==> src/rtl/clock_pkg.sv <==
// Shared definitions for the hh:mm:ss clock controller: mode codes, BCD field limits
// and the BCD increment helper.
package clock_pkg;

  localparam logic [1:0] MODE_RUN    = 2'd0;
  localparam logic [1:0] MODE_SET_HH = 2'd1;
  localparam logic [1:0] MODE_SET_MM = 2'd2;
  localparam logic [1:0] MODE_SET_SS = 2'd3;

  localparam logic [7:0] HH_MAX = 8'h23;
  localparam logic [7:0] MS_MAX = 8'h59;

  // Limit check wins over digit rollover, so the result always stays in 00..max.
  function automatic logic [7:0] bcd_inc(input logic [7:0] val, input logic [7:0] max);
    logic [7:0] res;
    if (val == max) begin
      res = 8'h00;
    end else if (val[3:0] == 4'd9) begin
      res = {val[7:4] + 4'd1, 4'd0};
    end else begin
      res = {val[7:4], val[3:0] + 4'd1};
    end
    return res;
  endfunction

endpackage

==> src/rtl/btn_debounce.sv <==
// Push-button conditioner: 2-FF synchronizer, stability counter and a registered
// one-cycle pulse on each accepted press (release gives no pulse).
module btn_debounce #(
  parameter int unsigned DEB_CYCLES = 1_000_000
) (
  input  logic clk,
  input  logic rst,
  input  logic btn_raw,
  output logic press
);

  localparam int unsigned CW = $clog2(DEB_CYCLES + 1);

  logic          sync1_q, sync2_q;
  logic          level_q, level_d;
  logic          level_prev_q;
  logic          press_q;
  logic [CW-1:0] cnt_q, cnt_d;

  // The counter only runs while the synchronized input disagrees with the accepted level.
  always_comb begin
    cnt_d   = '0;
    level_d = level_q;
    if (sync2_q != level_q) begin
      if (cnt_q == CW'(DEB_CYCLES - 1)) begin
        level_d = sync2_q;
      end else begin
        cnt_d = cnt_q + 1'b1;
      end
    end
  end

  always_ff @(posedge clk or posedge rst) begin
    if (rst) begin
      sync1_q      <= 1'b0;
      sync2_q      <= 1'b0;
      level_q      <= 1'b0;
      level_prev_q <= 1'b0;
      press_q      <= 1'b0;
      cnt_q        <= '0;
    end else begin
      sync1_q      <= btn_raw;
      sync2_q      <= sync1_q;
      level_q      <= level_d;
      level_prev_q <= level_q;
      press_q      <= level_q & ~level_prev_q;
      cnt_q        <= cnt_d;
    end
  end

  assign press = press_q;

endmodule

==> src/rtl/clock_ctrl.sv <==
// hh:mm:ss clock controller: 1 Hz prescaler, run/set mode FSM driven by two debounced
// buttons, and the BCD time registers feeding the display logic.
module clock_ctrl
  import clock_pkg::*;
#(
  parameter int unsigned TICK_DIV   = 50_000_000,
  parameter int unsigned DEB_CYCLES = 1_000_000
) (
  input  logic       clk,
  input  logic       rst,
  input  logic       btn_mode,
  input  logic       btn_inc,
  output logic [7:0] hh,
  output logic [7:0] mm,
  output logic [7:0] ss,
  output logic [1:0] mode,
  output logic       blink,
  output logic       tick_1hz
);

  localparam int unsigned PW = $clog2(TICK_DIV);

  logic          mode_press, inc_press;
  logic [1:0]    state_q, state_d;
  logic [PW-1:0] pres_q, pres_d;
  logic          tick_q, tick_d;
  logic          blink_q, blink_d;
  logic [7:0]    hh_q, hh_d, mm_q, mm_d, ss_q, ss_d;

  btn_debounce #(
    .DEB_CYCLES (DEB_CYCLES)
  ) u_deb_mode (
    .clk     (clk),
    .rst     (rst),
    .btn_raw (btn_mode),
    .press   (mode_press)
  );

  btn_debounce #(
    .DEB_CYCLES (DEB_CYCLES)
  ) u_deb_inc (
    .clk     (clk),
    .rst     (rst),
    .btn_raw (btn_inc),
    .press   (inc_press)
  );

  // Mode FSM: state register
  always_ff @(posedge clk or posedge rst) begin
    if (rst) begin
      state_q <= MODE_RUN;
    end else begin
      state_q <= state_d;
    end
  end

  // Mode FSM: next state
  always_comb begin
    state_d = state_q;
    if (mode_press) begin
      case (state_q)
        MODE_RUN:    state_d = MODE_SET_HH;
        MODE_SET_HH: state_d = MODE_SET_MM;
        MODE_SET_MM: state_d = MODE_SET_SS;
        default:     state_d = MODE_RUN;
      endcase
    end
  end

  // Mode FSM: outputs
  always_comb begin
    mode = state_q;
  end

  // tick and blink are registered from the next prescaler value so they line up with pres_q.
  always_comb begin
    if (pres_q == PW'(TICK_DIV - 1)) begin
      pres_d = '0;
    end else begin
      pres_d = pres_q + 1'b1;
    end
    if (mode_press && (state_q == MODE_SET_SS)) begin
      pres_d = '0;
    end
    tick_d  = (pres_d == PW'(TICK_DIV - 1));
    blink_d = (state_d != MODE_RUN) && (pres_d < PW'(TICK_DIV / 2));
  end

  always_comb begin
    hh_d = hh_q;
    mm_d = mm_q;
    ss_d = ss_q;
    if (state_q == MODE_RUN) begin
      if (tick_q) begin
        ss_d = bcd_inc(ss_q, MS_MAX);
        if (ss_q == MS_MAX) begin
          mm_d = bcd_inc(mm_q, MS_MAX);
          if (mm_q == MS_MAX) begin
            hh_d = bcd_inc(hh_q, HH_MAX);
          end
        end
      end
    end else if (inc_press && !mode_press) begin
      // A mode press in the same cycle wins; set-mode wraps never carry.
      case (state_q)
        MODE_SET_HH: hh_d = bcd_inc(hh_q, HH_MAX);
        MODE_SET_MM: mm_d = bcd_inc(mm_q, MS_MAX);
        default:     ss_d = bcd_inc(ss_q, MS_MAX);
      endcase
    end
  end

  always_ff @(posedge clk or posedge rst) begin
    if (rst) begin
      pres_q  <= '0;
      tick_q  <= 1'b0;
      blink_q <= 1'b0;
      hh_q    <= 8'h00;
      mm_q    <= 8'h00;
      ss_q    <= 8'h00;
    end else begin
      pres_q  <= pres_d;
      tick_q  <= tick_d;
      blink_q <= blink_d;
      hh_q    <= hh_d;
      mm_q    <= mm_d;
      ss_q    <= ss_d;
    end
  end

  assign hh       = hh_q;
  assign mm       = mm_q;
  assign ss       = ss_q;
  assign blink    = blink_q;
  assign tick_1hz = tick_q;

endmodule

==> config.mk <==
export PLATFORM = sky130hd
export DESIGN_NAME = clock_ctrl
export DESIGN_NICKNAME = d
export VERILOG_FILES = /design/src/rtl/clock_pkg.sv /design/src/rtl/btn_debounce.sv /design/src/rtl/clock_ctrl.sv
export SDC_FILE = /design/constraint.sdc
export NUM_CORES = 1
export LEC_CHECK = 0
export BUFFER_PORTS_ARGS = -buffer_cell sky130_fd_sc_hd__clkbuf_2
export CAP_MARGIN = 20
export CORE_MARGIN = 8
export CORE_UTILIZATION = 38
export DETAILED_ROUTE_END_ITERATION = 6
export GPL_ROUTABILITY_DRIVEN = 0
export HOLD_SLACK_MARGIN = 0.15
export PLACE_DENSITY = 0.55
export SLEW_MARGIN = 20
export SYNTH_ARGS = -nofsm -noshare
export SYNTH_HDL_FRONTEND = slang
export SYNTH_HIERARCHICAL = 1
export SYNTH_SLANG_ARGS = --single-unit
==> constraint.sdc <==
create_clock -name clk -period 5.25 [get_ports clk]
set_input_delay 0.2625 -clock clk [delete_from_list [all_inputs] [get_ports clk]]
set_output_delay 0.2625 -clock clk [all_outputs]
set_load 0.02 [all_outputs]
==> results of run 1 <==
## Yosys cell counts (2+ instances only)
master	n	share of area [%]
dfrtp_1	104	47
nor2_1	83	5.7
xnor2_1	41	6.5
inv_1	38	2.6
nand2_1	37	2.5
nand3_1	25	2.3
o21ai_0	24	2.2
nor3_1	21	1.9
ha_1	19	4.3
nand4_1	19	2.2
xor2_1	19	3.0
a21oi_1	17	1.5
nor4_1	12	1.4
and3_1	8	0.91
a21o_1	7	0.96
mux2_2	6	1.2
nor2b_1	6	0.68
or3_1	6	0.68
or4_1	6	0.82
buf_2	4	0.36
clkbuf_1	4	0.27
o31ai_1	4	0.55
or2_2	4	0.46
a31o_2	3	0.48
and4_1	3	0.48
nand2b_1	3	0.34
nor3b_1	3	0.41
or4_4	3	0.61
a211o_1	2	0.32
buf_6	2	0.41
nand3_4	2	0.64
nand3b_1	2	0.27
nand4b_1	2	0.32
nor4_4	2	0.77
nor4b_1	2	0.32
o211ai_1	2	0.27
o21ai_4	2	0.59
o221a_2	2	0.41
or4b_1	2	0.36
## flip-flops by register name (all words and copies together) (netlist names)
register and count:
u_deb_mode/level_prev_q 1, mode 2, u_deb_inc/press 1, u_deb_inc/sync1_q 1, u_deb_inc/level_prev_q 1, u_deb_mode/press 1
u_deb_inc/sync2_q 1, pres_q 26, mm 8, u_deb_mode/cnt_q 20, u_deb_mode/sync1_q 1, hh 8
u_deb_inc/cnt_q 20, tick_1hz 1, u_deb_mode/sync2_q 1, u_deb_mode/level_q 1, ss 8, blink 1
u_deb_inc/level_q 1
## logic make-up (layout without fill, tap and decap cells)
family	count (synthesis)	count (layout)
buffers and inverters	48	91
AOI/OAI and AO/OA	70	70
DFF	104	104
and+or+nand+nor	258	258
muxes	6	6
xor gates and xnor gates	60	60
adders and majority gates	19	19
## layout make-up
type                    instances  area (µm²)  area share [%]
multi-input cells             413        2690            43.4
well taps                     184         230            3.71
clock buffers                  10         239            3.85
flip-flops and latches        104        2600            42.0
repair buffers                 37         228            3.67
clock inverters                 6        66.3            1.07
inverters                      38         143            2.30
## per-stage QoR
stage | cells | utilization, % | instance area [µm²] | worst slack, ns
final | 792 | 43.3 | 6200 | 2.42
after detailed placement | 772 | 40.8 | 5840 | 2.40
after global routing | 792 | 43.3 | 6200 | 2.17
after global placement | 772 | 40.8 | 5840 | 2.43
after floorplan | 565 | - | 5500 | 2.99
after CTS | 790 | 43.1 | 6160 | 2.36
## metal layers
metal  GRT usage [%]  up-vias  wire length [µm]
met5               0        -                 0
met4            3.05        0                99
met3            2.88       11               358
li1                -     2044                 -
met2            20.0       46              5120
met1            15.6     1991              5290
## cells in the final DEF, fill, tap and decap left out, types with 4 or more instances in the layout
master / instances
mux2_2: 6
inv_1: 36
or3_1: 6
clkbuf_2: 31
clkbuf_16: 9
nand4_1: 19
nor4_1: 12
nor2b_1: 6
nand2_1: 37
or2_2: 4
o31ai_1: 4
a21o_1: 7
nor3_1: 21
a21oi_1: 17
o21ai_0: 24
nand3_1: 25
and3_1: 8
xnor2_1: 41
xor2_1: 19
ha_1: 19
nor2_1: 83
dfrtp_1: 104
or4_1: 6
## worst paths after layout
path	end	slack, ns	startpoint
min in group asynchronous	u_deb_inc/press	0.44	rst
setup reg to reg	blink	2.42	pres_q[0]
setup / recovery	blink	2.42	pres_q[0]
max in group asynchronous	u_deb_mode/press	3.96	rst
hold reg to reg	u_deb_mode/sync2_q	0.36	u_deb_mode/sync1_q
hold / removal	u_deb_mode/sync2_q	0.36	u_deb_mode/sync1_q
## power groups by stage
stage / logic (mW) / registers, mW / clock network (mW)
finish: 0.0346 / 0.810 / 0.679
global route: 0.0412 / 0.810 / 0.730
floorplan: 0.0240 / 0.825 / 0
global placement: 0.0314 / 0.826 / 0
detailed placement: 0.0318 / 0.826 / 0
CTS: 0.0331 / 0.810 / 0.705
## worst reg2reg max path: cells and delay by family, from the launching register on
family	cells	cell delay, ns
AOI/OAI and AO/OA	2	0.95
and+or+nand+nor	4	0.77
DFF	1	0.44
buffers and inverters	1	0.33
adders and majority gates	1	0.26
## what timing repair did
action,CTS,global route
gates resized for setup,0,0
buffers inserted,0,0
endpoints found under the hold margin,2,7
hold buffers,2,1
setup endpoints to repair,0,0
==> results.toml, run 1 <==
[timing]
tightest_slew_ns = 0.940
hold_slack_ns = 0.360
timing.fmax_ghz = 0.353
fin_crit_ns = 2.83
rsz0062_at_grt = "false"
maxSlewViolCount = 0
slew_headroom_pct = 37.3
min_period_over_period_pct = 53.9
setup_viol = 0
hold_viol_final = 0
clock_skew_ns = 0.00742
setup_tns_ns = 0

[logic_synthesis]
synthSimpleGateAreaFrac_pct = 25.4
synth_flop_cell = "dfrtp_1"
synth-edff-count = 0
synth_fa_ha_area_share_pct = 4.33
synth_xor_area_share_pct = 9.56
yosysUniqueCellTypes = 53
synth_top_family_by_area = "simple AND/OR/NAND/NOR gates"
synthesis.area_per_instance_um2 = 9.73
yosysWarningCount = 6
syn_inst = 565
synth_compound_area_share_pct = 8.49
synthArstFlopShare_pct = 100
ys_seq_area_share_pct = 47.4
synthMuxAreaShare_pct = 1.23
synth_seq_cells = 104
syn_nets = 588
syn_area_um2 = 5500

[setup_path]
slowest_delay_ns = 0.75
critPathKind = "reg2reg"
critPathTopFamily = "compound AO/OA/AOI/OAI gates"
critPathSlowestCell = "o31ai_2"
crit_cells = 8
cp_num_buf_inv = 1
endpoint_kind = "flop"
required_ns = 5.51
worstPathArrival_ns = 3.09
path_cells = "ha_1, nand3_4, or2_2, o31ai_2, buf_4, nor2_1, and4_1, a211oi_2"
reg2reg_depth = 8
cp_max_fo = 14
cp-start-kind = "flop"

[layout]
diodes = 0
nets = 626
nFillCells = 1397
syn_to_final_growth_pct = 12.8
drive_gt1_share_pct = 13.5

[power_and_ir_drop]
p_sw_uw = 325
vdd_ir_drop_max_mv = 0.173
power_density_nw_per_um2 = 246
swShare_pct = 21.3
power_frac_clock_pct = 44.6
p_int_mw = 1.20
total_power_mw = 1.52
combPwrFrac_pct = 2.3
p_seq_share_pct = 53.2
leakagePower_nw = 2.73

[grt]
antenna_found_initial = 0
grtUsageTotal_pct = 12.1
grt-ovfl-total = 0
grt_max_degree = 55
grt_pass1_vias = 3858
grt_pass1_wl_mm = 18.5

[worst_hold_path]
hold_depth = 0
hp-class = "reg2reg"

[route]
drtIter0Drc = 222
firstDrtPassIters = 4
routed_wl_mm = 10.9
wl_per_cell_um = 13.7
ant_nets = 0
drc_errors = 0
viasPerCell = 5.17
vias = 4092

[floorplanning]
dieArea_um2 = 18600
rows = 44
start_util_pct = 38.4
die_w_um = 136
ioPinCount = 32
core_um2 = 14300
die_height_um = 136

[status]
status = "completed"

[clock_tree]
cts.sinks = 104
clk_pin_slew_ns = 0.07
clock_latency_ns = 0.34
cts_buffer_depth = 2
htree_levels = 3
cts_tree = "built"
cts_made_buffers = 9
clock-root-buffer = "clkbuf_16"

[job]
drv_cap = 0

[placed_design]
dp_hpwl_mm = 7.70
port_buffers = 31
Power figures use the tool's default switching activity.
==> inputs of run 2 (changes only) <==
--- a/config.mk
+++ b/config.mk
@@ -5,6 +5,7 @@
 export SDC_FILE = /design/constraint.sdc
 export NUM_CORES = 1
 export LEC_CHECK = 0
+export ABC_AREA = 1
 export BUFFER_PORTS_ARGS = -buffer_cell sky130_fd_sc_hd__clkbuf_2
 export CAP_MARGIN = 20
 export CORE_MARGIN = 8
@@ -12,7 +13,7 @@
 export DETAILED_ROUTE_END_ITERATION = 6
 export GPL_ROUTABILITY_DRIVEN = 0
 export HOLD_SLACK_MARGIN = 0.15
-export PLACE_DENSITY = 0.55
+export PLACE_DENSITY = 0.57
 export SLEW_MARGIN = 20
 export SYNTH_ARGS = -nofsm -noshare
 export SYNTH_HDL_FRONTEND = slang
==> constraint.sdc (replaced) <==
create_clock -name clk -period 2.4 [get_ports clk]
set_input_delay 0.12 -clock clk [delete_from_list [all_inputs] [get_ports clk]]
set_output_delay 0.12 -clock clk [all_outputs]
set_load 0.02 [all_outputs]
==> results.toml, run 2 <==
[floorplanning]
die_height_um = 143
rows = 46
dieArea_um2 = 20500
core_um2 = 15800
ioPinCount = 32
die_w_um = 143
start_util_pct = 38.8

[route]
wl_per_cell_um = 12.6
viasPerCell = 4.70
ant_nets = 0
firstDrtPassIters = 4
vias = 4991
drtIter0Drc = 284
routed_wl_mm = 13.4
drc_errors = 0

[grt]
grt_pass1_vias = 4846
grtUsageTotal_pct = 14.2
antenna_found_initial = 0
grt-ovfl-total = 0
grt_pass1_wl_mm = 23.5
grt_max_degree = 35

[layout]
final_common_cell = "nor2_1"
largest_reg_flops = 26
drive_gt1_share_pct = 16.9
syn_to_final_growth_pct = 12.7
reg_top3 = "pres_q: 26 flops, u_deb_inc/cnt_q: 20 flops, u_deb_mode/cnt_q: 20 flops"
largest-register = "pres_q"
layout_common_cells = "149 x nor2_1, 140 x nand2_1, 105 x inv_1"
nets = 864
diodes = 0

[power_and_ir_drop]
total_power_mw = 3.30
power_frac_clock_pct = 43.9
p_sw_uw = 748
combPwrFrac_pct = 2.5
p_int_mw = 2.55
power_density_nw_per_um2 = 477
leakagePower_nw = 3.17
p_seq_share_pct = 53.6
vdd_ir_drop_max_mv = 0.375
swShare_pct = 22.7

[clock_tree]
clock_latency_ns = 0.36
cts_tree = "built"
clock-root-buffer = "clkbuf_16"
cts.sinks = 104
cts_buffer_depth = 2
clk_pin_slew_ns = 0.07
htree_levels = 3
cts_made_buffers = 9

[job]
drv_cap = 0

[worst_hold_path]
hp-class = "in2async"

[timing]
rsz0062_at_grt = "false"
min_period_over_period_pct = 85.0
slew_headroom_pct = 68.2
tightest_slew_ns = 0.477
setup_viol = 0
setup_tns_ns = 0
clock_skew_ns = 0.00668
timing.fmax_ghz = 0.490
hold_viol_final = 0
fin_crit_ns = 2.04
maxSlewViolCount = 0

[setup_path]
cp-start-kind = "flop"
reg2reg_from = "mode[0]"
rrSetupSlack_ns = 0.36
cp_max_fo = 6
r2r_end = "ss[7]"
worstPathArrival_ns = 2.32
critPathKind = "reg2reg"
endpoint_kind = "flop"
reg2reg_depth = 12
required_ns = 2.68

[placed_design]
port_buffers = 31
dp_hpwl_mm = 10.3

[logic_synthesis]
synthesis.area_per_instance_um2 = 7.73
syn_nets = 817
yosysWarningCount = 6
synthArstFlopShare_pct = 100
yosysMostFrequentCell = "nor2_1"
synth_compound_area_share_pct = 5.11
syn_inst = 794
synth_top_area_cell = "dfrtp_1"
syn_area_um2 = 6140
ys_top_cells_by_count = "149 x nor2_1, 140 x nand2_1, 106 x inv_1"
synth-edff-count = 0
synth_seq_cells = 104
synthTopCellsByArea = "dfrtp_1 42%, nor2_1 9.1%, nand2_1 8.6%"
synth_flop_cell = "dfrtp_1"
synth_top_cell_area_share_pct = 42.4
synth_top_family_by_area = "simple AND/OR/NAND/NOR gates"
synthSimpleGateAreaFrac_pct = 37.0
synthMuxAreaShare_pct = 0
synth_xor_area_share_pct = 4.52
yosysUniqueCellTypes = 36
synth_fa_ha_area_share_pct = 3.87
ys_seq_area_share_pct = 42.4

[status]
status = "completed"
[run 2: final cells by class]
| cell class | instances | area (µm²) |
|---|---|---|
| Multi-Input combinational cell | 575 | 3100 |
| Sequential cell | 104 | 2600 |
| Timing Repair Buffer | 37 | 220 |
| Clock inverter | 5 | 38.8 |
| Tap cell | 216 | 270 |
| Clock buffer | 11 | 253 |
| Fill cell | 1659 | 8910 |
| Inverter | 114 | 430 |
[run 2: cell families after synthesis]
group,count (synthesis)
AO/OA/AOI/OAI,56
buffers and inverters,115
XOR/XNOR,30
adder cells (fa/ha/maj),19
flip-flops,104
AND/OR/NAND/NOR,470
[run 2: per-stage QoR]
stage | util (%) | setup slack [ns] | instances | instance area (µm²) | hold slack (ns)
2_1_floorplan | - | 0.496 | 794 | 6140 | 0.147
3_3_place_gp | 41.6 | 0.395 | 1043 | 6590 | 0.216
3_5_place_dp | 41.6 | 0.366 | 1043 | 6590 | 0.210
4_1_cts | 43.7 | 0.319 | 1062 | 6910 | 0.354
5_1_grt | 43.7 | 0.0785 | 1062 | 6920 | 0.364
6_report | 43.7 | 0.360 | 1062 | 6920 | 0.353
[run 2: worst max path at each step]
stage          startpoint  endpoint  slack [ns]  cells past startpoint
6_report          mode[0]     ss[7]        0.36                     12
5_1_grt         pres_q[0]     blink        0.08                     15
4_1_cts         pres_q[0]     blink        0.32                     15
3_5_place_dp      mode[0]     blink        0.37                     11
3_3_place_gp      mode[0]     blink        0.39                     11
2_1_floorplan     mode[0]     ss[7]        0.50                     12
[run 2: per-layer routing]
| metal | GRT usage (%) | vias to the layer above | routed length, µm |
|---|---|---|---|
| met1 | 18.5 | 2308 | 6410 |
| met3 | 3.91 | 17 | 563 |
| li1 | - | 2602 | - |
| met2 | 22.5 | 64 | 6210 |
| met4 | 4.31 | 0 | 243 |
| met5 | 0 | - | 0 |
[run 2: worst max-delay path, cell delays in order (launching register included)]
cell and delay [ns]:
dfrtp_1 0.42, inv_1 0.09, ha_1 0.24, inv_1 0.09, nand3_1 0.09, nand2_1 0.06
inv_1 0.08, nor2_4 0.15, inv_1 0.13, nor2_4 0.17, inv_1 0.10, o21ai_0 0.15
nor3b_1 0.18
[run 2: power by group through the flow]
stage	clock, mW	combinational [mW]	sequential, mW
6_report	1.45	0.0813	1.77
5_1_grt	1.57	0.0972	1.77
4_1_cts	1.51	0.0869	1.77
3_5_place_dp	0	0.0830	1.81
3_3_place_gp	0	0.0827	1.80
2_1_floorplan	0	0.0535	1.80
[run 2: what timing repair did]
| item | in CTS | in global routing |
|---|---|---|
| resized for setup | 0 | 2 |
| hold buffers | 3 | 0 |
| buffers inserted | 0 | 0 |
| endpoints found under the hold margin | 58 | 0 |
| endpoints found under the setup margin | 0 | 1 |
